==> src/rtl/traffic_density_sensor_pkg.sv <==
// Shared density-level definitions, used by this sensor and by the traffic light controller.
package traffic_density_sensor_pkg;

  typedef logic [1:0] level_t;

  localparam level_t LVL_LOW  = 2'b00;
  localparam level_t LVL_MED  = 2'b01;
  localparam level_t LVL_HIGH = 2'b10;

  function automatic level_t classify(input int unsigned total,
                                      input int unsigned med_th,
                                      input int unsigned high_th);
    if (total >= high_th) return LVL_HIGH;
    if (total >= med_th) return LVL_MED;
    return LVL_LOW;
  endfunction

endpackage

==> src/rtl/density_channel.sv <==
// One detector road: synchronizer, debounce filter, rising-edge event and saturating arrival count.
module density_channel #(
  parameter int unsigned CNT_W = 6,
  parameter int unsigned DEB   = 2
) (
  input  logic             clk_i,
  input  logic             rst_ni,
  input  logic             raw_i,
  input  logic             clr_i,
  output logic [CNT_W-1:0] count_o,
  output logic             event_o
);

  localparam int unsigned RunW = (DEB > 1) ? $clog2(DEB) : 1;

  logic             sync1_q, sync2_q;
  logic             filt_q, filt_d;
  logic [RunW-1:0]  run_q, run_d;
  logic             ev_q;
  logic [CNT_W-1:0] cnt_q, cnt_d;

  always_comb begin
    filt_d = filt_q;
    run_d  = '0;
    // run_q counts consecutive disagreeing samples; the DEB-th one flips the level.
    if (sync2_q != filt_q) begin
      if (run_q == RunW'(DEB - 1)) filt_d = sync2_q;
      else                         run_d  = run_q + 1'b1;
    end
  end

  always_comb begin
    cnt_d = cnt_q;
    if (clr_i)                       cnt_d = '0;
    else if (ev_q && (cnt_q != '1))  cnt_d = cnt_q + 1'b1;
  end

  always_ff @(posedge clk_i or negedge rst_ni) begin
    if (!rst_ni) begin
      sync1_q <= 1'b0;
      sync2_q <= 1'b0;
      filt_q  <= 1'b0;
      run_q   <= '0;
      ev_q    <= 1'b0;
      cnt_q   <= '0;
    end else begin
      sync1_q <= raw_i;
      sync2_q <= sync1_q;
      filt_q  <= filt_d;
      run_q   <= run_d;
      ev_q    <= filt_d & ~filt_q;
      cnt_q   <= cnt_d;
    end
  end

  assign count_o = cnt_q;
  assign event_o = ev_q;

endmodule

==> src/rtl/traffic_density_sensor.sv <==
// Per-road vehicle density classifier: counts debounced arrivals over a fixed window and
// reports LOW/MED/HIGH once per window.
module traffic_density_sensor
  import traffic_density_sensor_pkg::*;
#(
  parameter int unsigned WINDOW  = 10,
  parameter int unsigned CNT_W   = 6,
  parameter int unsigned MED_TH  = 3,
  parameter int unsigned HIGH_TH = 6,
  parameter int unsigned DEB     = 2
) (
  input  logic   clk,
  input  logic   reset,
  input  logic   veh_A,
  input  logic   veh_B,
  input  logic   veh_C,
  output level_t traffic_A,
  output level_t traffic_B,
  output level_t traffic_C,
  output logic   sample_valid
);

  localparam int unsigned WinW = $clog2(WINDOW);

  logic [WinW-1:0]  win_q, win_d;
  logic             window_end;
  logic [2:0]       raw, ev;
  logic [CNT_W-1:0] cnt   [3];
  logic [CNT_W-1:0] total [3];
  level_t           lvl_q [3];
  level_t           lvl_d [3];
  logic             valid_q;

  assign raw        = {veh_C, veh_B, veh_A};
  assign window_end = (win_q == WinW'(WINDOW - 1));
  assign win_d      = window_end ? '0 : win_q + 1'b1;

  for (genvar r = 0; r < 3; r++) begin : g_chan
    density_channel #(
      .CNT_W (CNT_W),
      .DEB   (DEB)
    ) u_chan (
      .clk_i   (clk),
      .rst_ni  (reset),
      .raw_i   (raw[r]),
      .clr_i   (window_end),
      .count_o (cnt[r]),
      .event_o (ev[r])
    );
  end

  // An event present in the closing cycle still belongs to the closing window.
  always_comb begin
    for (int r = 0; r < 3; r++) begin
      total[r] = (ev[r] && (cnt[r] != '1)) ? cnt[r] + 1'b1 : cnt[r];
      lvl_d[r] = window_end ? classify(32'(total[r]), MED_TH, HIGH_TH) : lvl_q[r];
    end
  end

  always_ff @(posedge clk or negedge reset) begin
    if (!reset) begin
      win_q   <= '0;
      valid_q <= 1'b0;
      for (int r = 0; r < 3; r++) lvl_q[r] <= LVL_LOW;
    end else begin
      win_q   <= win_d;
      valid_q <= window_end;
      for (int r = 0; r < 3; r++) lvl_q[r] <= lvl_d[r];
    end
  end

  assign traffic_A    = lvl_q[0];
  assign traffic_B    = lvl_q[1];
  assign traffic_C    = lvl_q[2];
  assign sample_valid = valid_q;

endmodule
==> config.mk <==
export PLATFORM = sky130hd
export DESIGN_NAME = traffic_density_sensor
export DESIGN_NICKNAME = d
export VERILOG_FILES = /design/src/rtl/traffic_density_sensor_pkg.sv /design/src/rtl/density_channel.sv /design/src/rtl/traffic_density_sensor.sv
export SDC_FILE = /design/constraint.sdc
export NUM_CORES = 1
export LEC_CHECK = 0
export ABC_CLOCK_PERIOD_IN_PS = 1800
export CORE_ASPECT_RATIO = 1.2
export CORE_MARGIN = 3
export CORE_UTILIZATION = 45
export DETAILED_ROUTE_END_ITERATION = 8
export PLACE_DENSITY_LB_ADDON = 0.15
export SLEW_MARGIN = 20
export SYNTH_ARGS = -nofsm -noshare
export SYNTH_HDL_FRONTEND = slang
export SYNTH_SLANG_ARGS = --single-unit
==> constraint.sdc <==
create_clock -name clk -period 1.8 [get_ports clk]
set_clock_uncertainty 0.1 [all_clocks]
set_input_delay 0.45 -clock clk [delete_from_list [all_inputs] [get_ports clk]]
set_output_delay 0.45 -clock clk [all_outputs]
set_load 0.02 [all_outputs]
==> results.py <==
metrics = {
    "outcome": {
        "status": "complete, but fails checks",
        "failed_checks": "negative setup slack",
    },
    "yosys": {
        "synthAdderAreaFrac_pct": 1.68,
        "syn-cell-area_sq_um": 2230,
        "yosysSeqAreaShare_pct": 49.4,
        "synth_top_family_by_area": "simple AND/OR/NAND/NOR gates",
        "ys_ff_latch": 44,
        "synth_xor_area_share_pct": 4.32,
        "synth_cells": 219,
        "synth-compound-area-share_pct": 17.5,
        "synth_cell_types": 57,
        "syn_nets": 227,
        "ys.flop_type": "dfrtp_1",
        "synth_simple_gate_area_share_pct": 18.6,
        "ys_warn_count": 0,
        "async_flop_share_pct": 100,
        "synth.mux.area_fraction_pct": 2.75,
        "syn_area_per_cell_sq_um": 10.2,
        "synth_edf_count": 0,
    },
    "setup_path": {
        "startpoint": "g_chan[1].u_chan.count_o[1]",
        "reg2reg_slack_ns": -0.07,
        "endpoint": "traffic_B[1]",
        "cp_max_fo": 2,
        "cp.depth": 4,
        "cp_data_required_time_ns": 1.88,
        "crit_family": "compound AO/OA/AOI/OAI gates",
        "max_stage_delay_ns": 0.51,
        "path_buf_inv": 0,
        "path_class": "reg2reg",
        "timing.rr.start": "g_chan[1].u_chan.count_o[1]",
        "critPathCaptureType": "flop",
        "r2r-end": "traffic_B[1]",
        "worst_setup_path_start_kind": "flop",
        "critPathArrivalTime_ns": 1.96,
        "slowest_stage": "or4_4",
        "path_cells": "ha_4 > or4_4 > a32o_2 > o32a_1",
        "reg2reg_depth": 4,
    },
    "power_and_ir_drop": {
        "finalPower_mw": 2.98,
        "leakagePower_nw": 1.22,
        "p_per_area_nw_per_um2": 1120,
        "irDropWorstVdd_mv": 0.655,
    },
    "routing": {
        "first_pass_iters": 4,
        "num_vias": 1740,
        "avgViaCountPerCell": 5.67,
        "drcViolationCount": 0,
        "wl_microns": 4400,
        "drt_iter0_markers": 109,
        "antenna_left": 0,
        "wl_per_cell_microns": 14.3,
    },
    "timing": {
        "period_share_pct": 104,
        "whs_ns": 0.00841,
        "finalHoldViolCount": 0,
        "fin_ws_ns": -0.0743,
        "min_period_ns": 1.87,
        "tightestPinTransition_ns": 0.368,
        "finalSetupTns_ns": -0.0743,
        "grt_setup_unrepaired": "yes",
        "setup_viol": 1,
        "fmaxAchievable_ghz": 0.534,
        "worst_slew_margin_rel_pct": 74.8,
        "finalMaxSlewViolations": 0,
    },
    "global_routing": {
        "grt_usage_pct": 15.8,
        "gr-total-overflow": 0,
        "grt_pass1_wl_microns": 7480,
        "antenna_found_initial": 0,
        "first_global_vias": 1688,
        "grt_max_degree": 45,
    },
    "clock_tree": {
        "cts_buffers": 5,
        "cts.path.max_buffers": 2,
        "holdBufCountCts": 0,
        "cts.sinks": 44,
        "cts_root_buf": "clkbuf_8",
        "clk_latency_ns": 0.29,
        "cts.htree.levels": 2,
        "cts_tree": "built",
        "path_clk_slew_ns": 0.09,
    },
    "layout": {
        "nets": 256,
        "multi_input_area_sq_um": 1050,
        "fin_area_sq_um": 2680,
        "fillers": 410,
        "drive_above_1_share_pct": 22.1,
        "utilization_pct": 57.0,
        "n_antenna_cell": 0,
        "area_growth_syn_to_layout_pct": 20.0,
        "regArea_sq_um": 1100,
        "fin_cells": 307,
    },
    "die": {
        "io_pins": 12,
        "design.die.area_sq_um": 5840,
        "start_util_pct": 47.5,
        "rows": 27,
        "die_w_microns": 70.3,
        "coreArea_sq_um": 4700,
        "die_y_microns": 83.1,
    },
    "placement": {
        "port_buffers": 11,
        "dpl_cell_area_sq_um": 2520,
        "placedCellCount": 298,
        "hpwl_microns": 3070,
        "place.gp.congestion": 0.839,
        "dp_slack_ns": -0.0921,
    },
    "min_path": {
        "min_path_type": "in2async",
    },
    "job": {
        "cap_viol_max_count": 0,
    },
}
==> timing repair <==
action                                 in CTS  in global routing
buffers inserted                            1                  0
endpoints found under the hold margin       0                  0
gates cloned                                0                  0
pin swaps                                   2                  2
gates resized for setup                     7                  9
setup endpoints to repair                   8                  7
==> metal layers <==
metal / global-route usage, % / vias up / part of all wire, %
li1: - / 848 / -
met5: 0 / - / 0
met2: 27.4 / 27 / 52
met4: 5.75 / 0 / 1.3
met1: 18.8 / 861 / 44
met3: 3.75 / 4 / 3.1
==> how the worst min path moves through the flow <==
stage	depth (start not counted)	to	start	slack (ns)
4_1_cts	2	g_chan[2].u_chan.count_o[3]	reset	0.02
6_report	2	g_chan[2].u_chan.count_o[5]	reset	0.008
3_5_place_dp	0	g_chan[0].u_chan.sync2_q	g_chan[0].u_chan.sync1_q	0.24
2_1_floorplan	0	g_chan[0].u_chan.count_o[0]	reset	0.05
3_3_place_gp	0	g_chan[1].u_chan.sync2_q	g_chan[1].u_chan.sync1_q	0.23
5_1_grt	2	traffic_B[1]	reset	0.03
==> power breakdown <==
part	switching (mW)	total [mW]	internal (mW)
Clock	0.331	0.742	0.411
Combinational	0.444	0.925	0.481
Sequential	0.157	1.32	1.16
==> Yosys cell counts, drive strengths merged, types with 3 or more instances <==
master,number,area share [%]
xnor2,4,1.6
nand2,19,3.2
buf,10,3.0
xor2,7,2.7
o32a,3,1.3
and3,3,0.90
and2,5,1.4
nand4,5,1.4
inv,9,1.5
clkbuf,4,1.1
mux2i,5,2.2
nand3,8,1.8
ha,3,1.7
a21oi,5,1.3
nor3,3,0.67
and4,3,1.2
a31oi,5,1.4
nor2b,6,1.7
dfrtp,44,49
o21ai,12,2.9
nor2,20,3.4
==> cells in the final DEF, fill, tap and decap left out, types with 3 or more instances in the layout <==
cell and n:
a21oi_1 4, a31oi_1 5, and2_1 5, buf_4 23, clkbuf_8 5, clkdlybuf4s50_1 4
dfrtp_1 43, dlygate4sd2_1 6, inv_1 8, mux2i_1 5, nand2_1 19, nand3_1 8
nand4_1 5, nor2_1 20, nor2b_1 6, o21ai_0 10, o32a_1 3, xnor2_1 4
xor2_1 7
==> logic make-up (layout without fill, tap and decap cells) <==
kind of cell,count (synthesis),in the layout
AO/OA/AOI/OAI,51,51
XOR/XNOR,11,11
adder cells (fa/ha/maj),3,3
buffers and inverters,24,54
flip-flops,44,44
multiplexers,6,6
AND/OR/NAND/NOR,80,80
==> final cells by class <==
type                            instances  share of cell area (%)
Multi-Input combinational cell        151                    39.3
Inverter                               10                    1.40
Tap cell                               58                    2.71
Clock inverter                          3                    1.59
Clock buffer                            5                    2.57
Sequential cell                        44                    41.2
Timing Repair Buffer                   36                    11.3
==> state kept, by name, indices dropped and copies added (netlist names) <==
signal and cells:
g_chan.u_chan.count_o 18, g_chan.u_chan.filt_q 3, g_chan.u_chan.sync2_q 3, g_chan.u_chan.event_o 3, traffic_B 2, win_q 4, traffic_C 2, sample_valid 1
g_chan.u_chan.sync1_q 3, traffic_A 2, g_chan.u_chan.run_q 3
Power figures use the tool's default switching activity.
